**src/rtl/dmem_arbiter.sv**
```systemverilog
// Two-requester arbiter for the single-port data memory: ARB -> ACCESS -> RESP pipeline.
// Define DMEM_ARB_RR_EN for round-robin tie-break; default build uses fixed priority (requester 0).
module dmem_arbiter #(
  parameter int MEM_WORDS = 128
) (
  input  logic        clk,
  input  logic        rst_n,
  input  logic        req0,
  input  logic        req1,
  input  logic        we0,
  input  logic        we1,
  input  logic [31:0] a0,
  input  logic [31:0] a1,
  input  logic [31:0] wd0,
  input  logic [31:0] wd1,
  output logic        gnt0,
  output logic        gnt1,
  output logic        ack0,
  output logic        ack1,
  output logic        err0,
  output logic        err1,
  output logic [31:0] rdata,
  output logic        mem_we,
  output logic [31:0] mem_a,
  output logic [31:0] mem_wd,
  input  logic [31:0] mem_rd
);

  localparam logic [31:0] ADDR_LIMIT = 32'(4 * MEM_WORDS);

  logic        lg_q, lg_d;
  logic        acc_valid_q, acc_valid_d;
  logic        acc_owner_q, acc_owner_d;
  logic        acc_we_q, acc_we_d;
  logic        acc_err_q, acc_err_d;
  logic [31:0] acc_a_q, acc_a_d;
  logic [31:0] acc_wd_q, acc_wd_d;
  logic        ack0_q, ack0_d, ack1_q, ack1_d;
  logic        err0_q, err0_d, err1_q, err1_d;
  logic [31:0] rdata_q, rdata_d;

  logic        grant;
  logic [31:0] sel_a;

  // Grants are gated by reset so nothing is accepted while rst_n is low.
  always_comb begin
    gnt0 = 1'b0;
    gnt1 = 1'b0;
    if (rst_n) begin
      if (req0 && req1) begin
`ifdef DMEM_ARB_RR_EN
        gnt0 = lg_q;
        gnt1 = ~lg_q;
`else
        gnt0 = 1'b1;
`endif
      end else begin
        gnt0 = req0;
        gnt1 = req1;
      end
    end
  end

  assign grant = gnt0 | gnt1;
  assign sel_a = gnt1 ? a1 : a0;

  always_comb begin
    lg_d        = lg_q;
    acc_valid_d = grant;
    acc_owner_d = acc_owner_q;
    acc_we_d    = acc_we_q;
    acc_err_d   = acc_err_q;
    acc_a_d     = acc_a_q;
    acc_wd_d    = acc_wd_q;
    if (grant) begin
      lg_d        = gnt1;
      acc_owner_d = gnt1;
      acc_we_d    = gnt1 ? we1 : we0;
      acc_a_d     = sel_a;
      acc_wd_d    = gnt1 ? wd1 : wd0;
      acc_err_d   = (sel_a[1:0] != 2'b00) || (sel_a >= ADDR_LIMIT);
    end
  end

  // Response stage: read data is only returned for clean reads, zero otherwise.
  always_comb begin
    ack0_d  = acc_valid_q & ~acc_owner_q;
    ack1_d  = acc_valid_q & acc_owner_q;
    err0_d  = acc_valid_q & ~acc_owner_q & acc_err_q;
    err1_d  = acc_valid_q & acc_owner_q & acc_err_q;
    rdata_d = 32'h0;
    if (acc_valid_q && !acc_we_q && !acc_err_q) begin
      rdata_d = mem_rd;
    end
  end

  always_ff @(posedge clk or negedge rst_n) begin
    if (!rst_n) begin
      lg_q        <= 1'b1;
      acc_valid_q <= 1'b0;
      acc_owner_q <= 1'b0;
      acc_we_q    <= 1'b0;
      acc_err_q   <= 1'b0;
      acc_a_q     <= 32'h0;
      acc_wd_q    <= 32'h0;
      ack0_q      <= 1'b0;
      ack1_q      <= 1'b0;
      err0_q      <= 1'b0;
      err1_q      <= 1'b0;
      rdata_q     <= 32'h0;
    end else begin
      lg_q        <= lg_d;
      acc_valid_q <= acc_valid_d;
      acc_owner_q <= acc_owner_d;
      acc_we_q    <= acc_we_d;
      acc_err_q   <= acc_err_d;
      acc_a_q     <= acc_a_d;
      acc_wd_q    <= acc_wd_d;
      ack0_q      <= ack0_d;
      ack1_q      <= ack1_d;
      err0_q      <= err0_d;
      err1_q      <= err1_d;
      rdata_q     <= rdata_d;
    end
  end

  assign mem_we = acc_valid_q & acc_we_q & ~acc_err_q;
  assign mem_a  = acc_a_q;
  assign mem_wd = acc_wd_q;
  assign ack0   = ack0_q;
  assign ack1   = ack1_q;
  assign err0   = err0_q;
  assign err1   = err1_q;
  assign rdata  = rdata_q;

endmodule

```
**config.mk**
```make
export PLATFORM = sky130hd
export DESIGN_NAME = dmem_arbiter
export DESIGN_NICKNAME = d
export VERILOG_FILES = /design/src/rtl/dmem_arbiter.sv
export SDC_FILE = /design/constraint.sdc
export NUM_CORES = 1
export LEC_CHECK = 0
export ABC_AREA = 0
export CORE_MARGIN = 3
export CORE_UTILIZATION = 30
export CTS_CLUSTER_DIAMETER = 150
export CTS_CLUSTER_SIZE = 28
export DETAILED_ROUTE_END_ITERATION = 10
export PLACE_DENSITY = 0.67
export SETUP_SLACK_MARGIN = 0.1
export SYNTH_ARGS = -nofsm -noshare
export SYNTH_HDL_FRONTEND = slang
export SYNTH_SLANG_ARGS = --single-unit
```
**constraint.sdc**
```tcl
create_clock -name clk -period 1.4 [get_ports clk]
set_input_delay 0.14 -clock clk [delete_from_list [all_inputs] [get_ports clk]]
set_output_delay 0.14 -clock clk [all_outputs]
set_load 0.1 [all_outputs]
```
==> flow_metrics.py <==
metrics = {
    "synthesis": {
        "synth_most_common_cell": "dfrtp_1",
        "ys_seq_elements": 104,
        "synth.top_cell.area_share": 0.598,
        "synth_edf_count": 0,
        "synth-main-ff-cell": "dfrtp_1",
        "yosysUniqueCellTypes": 28,
        "post-synth-top-area-cell": "dfrtp_1",
        "avgSynthCellArea_um2": 10.2,
        "synth_area_um2": 4350,
        "yosys_warnings": 0,
        "seq_area_frac_synth": 0.598,
        "yosys-top-cells-area": "dfrtp_1 (60%), o22ai_1 (11%), and2_1 (4.9%)",
        "synthCells": 426,
        "synth_nets": 592,
        "synth_commonest_cells": "dfrtp_1 (104), o22ai_1 (78), nand2_1 (52)",
        "async_flop_share": 1.00,
    },
    "pwr": {
        "power_density_nw_per_um2": 1230,
        "internal-power_mw": 6.66,
        "switching_share": 0.386,
        "vdd_drop_max_uv": 746,
        "total_power_mw": 10.8,
        "power_switching_mw": 4.18,
        "clockPowerShare": 0.260,
        "p_comb_frac": 0.406,
        "pwr-share-seq": 0.334,
        "p_leak_nw": 3.74,
    },
    "worst_setup_path": {
        "start_kind": "flop",
        "worstPathBufferInverterCount": 1,
        "r2r_start": "acc_err_q",
        "cp.arrival_ns": 1.20,
        "cp_max_fo": 2,
        "critPathTopFamily": "flip-flops",
        "critPathSlowestCell": "dfrtp_2",
        "critPathCaptureType": "output pin",
        "critPathKind": "flop to output pin",
        "worstSetupStartpoint": "acc_err_q",
        "required_ns": 1.26,
        "worst_path_largest_cell_delay_ns": 0.41,
        "path_cells": "and3b_2 -> buf_12",
    },
    "cells_and_area": {
        "nets": 873,
        "drive_above_1_share": 0.233,
        "syn_to_final_growth_pct": 103,
        "antenna_cells": 0,
    },
    "placed_design": {
        "gp_congestion": 0.926,
        "port_buffers": 268,
        "dp_hpwl_mm": 12.2,
    },
    "sta": {
        "finalCriticalPeriod_ns": 1.34,
        "slew_violations": 0,
        "timing.fmax_mhz": 748,
        "hold_violations": 0,
        "rsz0062_at_grt": "yes",
        "timing.slew.headroom": 0.659,
        "hold_ws_ns": 0.139,
        "fin_crit_sh": 0.955,
        "finalSetupViolCount": 0,
        "worst_slew_pin_slew_ns": 0.506,
        "fin_skew_ns": 0.00732,
    },
    "grt": {
        "groute.usage.overall": 0.193,
        "grt_overflow": 0,
        "grt_pass1_wl_mm": 24.6,
        "antenna_found_initial": 0,
        "grt_pass1_vias": 4714,
        "grt_max_degree": 70,
    },
    "drt": {
        "drtIter0Drc": 147,
        "vias": 4534,
        "wire_per_inst_um": 18.0,
        "dr.pass1.iters": 4,
        "ant_nets": 0,
        "drc_errors": 0,
        "wirelength_mm": 16.0,
        "viasPerCell": 5.08,
    },
    "clock_network": {
        "htreeDepth": 3,
        "clk_latency_ns": 0.35,
        "cts_buffers": 9,
        "cts_buffer_depth": 2,
        "cts_tree": "built",
        "clock-root-buffer": "clkbuf_16",
        "path_clk_slew_ns": 0.07,
        "clock-sinks": 104,
    },
    "floorplan": {
        "io_pins": 269,
        "fp.dieW_um": 126,
        "start_util": 0.310,
        "fp-row-count": 43,
        "die_area_um2": 16000,
        "core_um2": 14000,
        "die_h_um": 126,
    },
    "run": {
        "maxCapViolations": 0,
    },
    "min_path": {
        "hold_class": "primary input to flop",
        "hp-start": "rst_n",
    },
    "status": {
        "status": "finished clean",
    },
}
-- through the flow --
step	cell area (um2)	util	TNS, ns	setup WS, ns	std cells
finish	8830	0.629	0	0.0627	892
global route	8830	0.629	0	0.0219	892
floorplan	4360	-	0	0.0879	426
CTS	8780	0.625	0	0.0251	890
detailed placement	8430	0.600	-3.35	-0.255	872
global placement	8430	0.600	-1.90	-0.279	872
-- what timing repair did --
action	4_1_cts	5_1_grt
hold buffers	1	1
resized for setup	2	5
buffers inserted	1	0
endpoints found under the hold margin	77	1
pin swaps	0	2
setup endpoints to repair	3	70
gates cloned	0	1
-- path summary, 6_finish.rpt --
| path | to | slack (ns) | depth (start not counted) |
|---|---|---|---|
| min reg2reg | ack0 | 0.50 | 1 |
| max in group asynchronous | mem_wd[11] | 0.59 | 4 |
| max reg2reg | rdata[29] | 0.19 | 4 |
| max | mem_we | 0.06 | 2 |
| min in group asynchronous | acc_owner_q | 0.23 | 3 |
| min | mem_wd[25] | 0.14 | 3 |
-- tightest hold or removal path, delay by kind of cell --
| kind | cells | cell delay [ns] |
|---|---|---|
| AOI/OAI and AO/OA | 2 | 0.20 |
| buffers and inverters | 1 | 0.11 |
-- kinds of logic after synthesis --
| family | count (synthesis) | synth area share |
|---|---|---|
| buf+inv | 38 | 0.0452 |
| simple gates | 137 | 0.157 |
| compound gates | 147 | 0.200 |
| flops | 104 | 0.598 |
-- layout make-up --
type / instances / area [um2]
multi-input cells: 284 / 1570
repair buffers: 304 / 4070
clock inverters: 6 / 100
flip-flops and latches: 104 / 2600
clock buffers: 10 / 239
fillers: 1079 / 5220
inverters: 4 / 20.0
well taps: 180 / 225
-- cells in the final DEF, fill, tap and decap left out, drive strengths merged --
master and n:
nand2 52, and4 2, o21a 1, a31oi 24, a22o 1, clkdlybuf4s50 162, dlygate4sd3 1, clkbuf 11
nor2b 1, nor3b 2, nor4 12, and3b 1, a21oi 41, buf 138, clkinvlp 1, dlygate4sd2 1
bufinv 2, and3 1, o21ai 2, o22ai 78, nand4 2, dlymetal6s4s 1, inv 4, nand3 2
dfrtp 104, nor2 28, clkinv 3, and2 34
-- flip-flops by register name, summed over array words and instances, names as in the netlist --
register,cells
ack0,1
acc_we_q,1
acc_err_q,1
rdata,32
mem_wd,32
mem_a,32
acc_valid_q,1
ack1,1
err1,1
err0,1
acc_owner_q,1
-- power groups by stage --
| stage | clock network, mW | registers, mW | logic [mW] |
|---|---|---|---|
| 2_1_floorplan | 0 | 5.47 | 0.521 |
| 3_3_place_gp | 0 | 3.66 | 4.37 |
| 3_5_place_dp | 0 | 3.68 | 4.41 |
| 4_1_cts | 2.92 | 3.63 | 4.42 |
| 5_1_grt | 3.01 | 3.66 | 4.55 |
| 6_report | 2.82 | 3.62 | 4.40 |
-- layer usage --
layer / wire (um) / share of wire / global-route usage
met5: 0 / 0 / 0
met4: 434 / 0.027 / 0.0700
met3: 1380 / 0.086 / 0.0573
met2: 8240 / 0.51 / 0.343
met1: 5990 / 0.37 / 0.220
No activity file was read; power rests on OpenSTA's default activity.
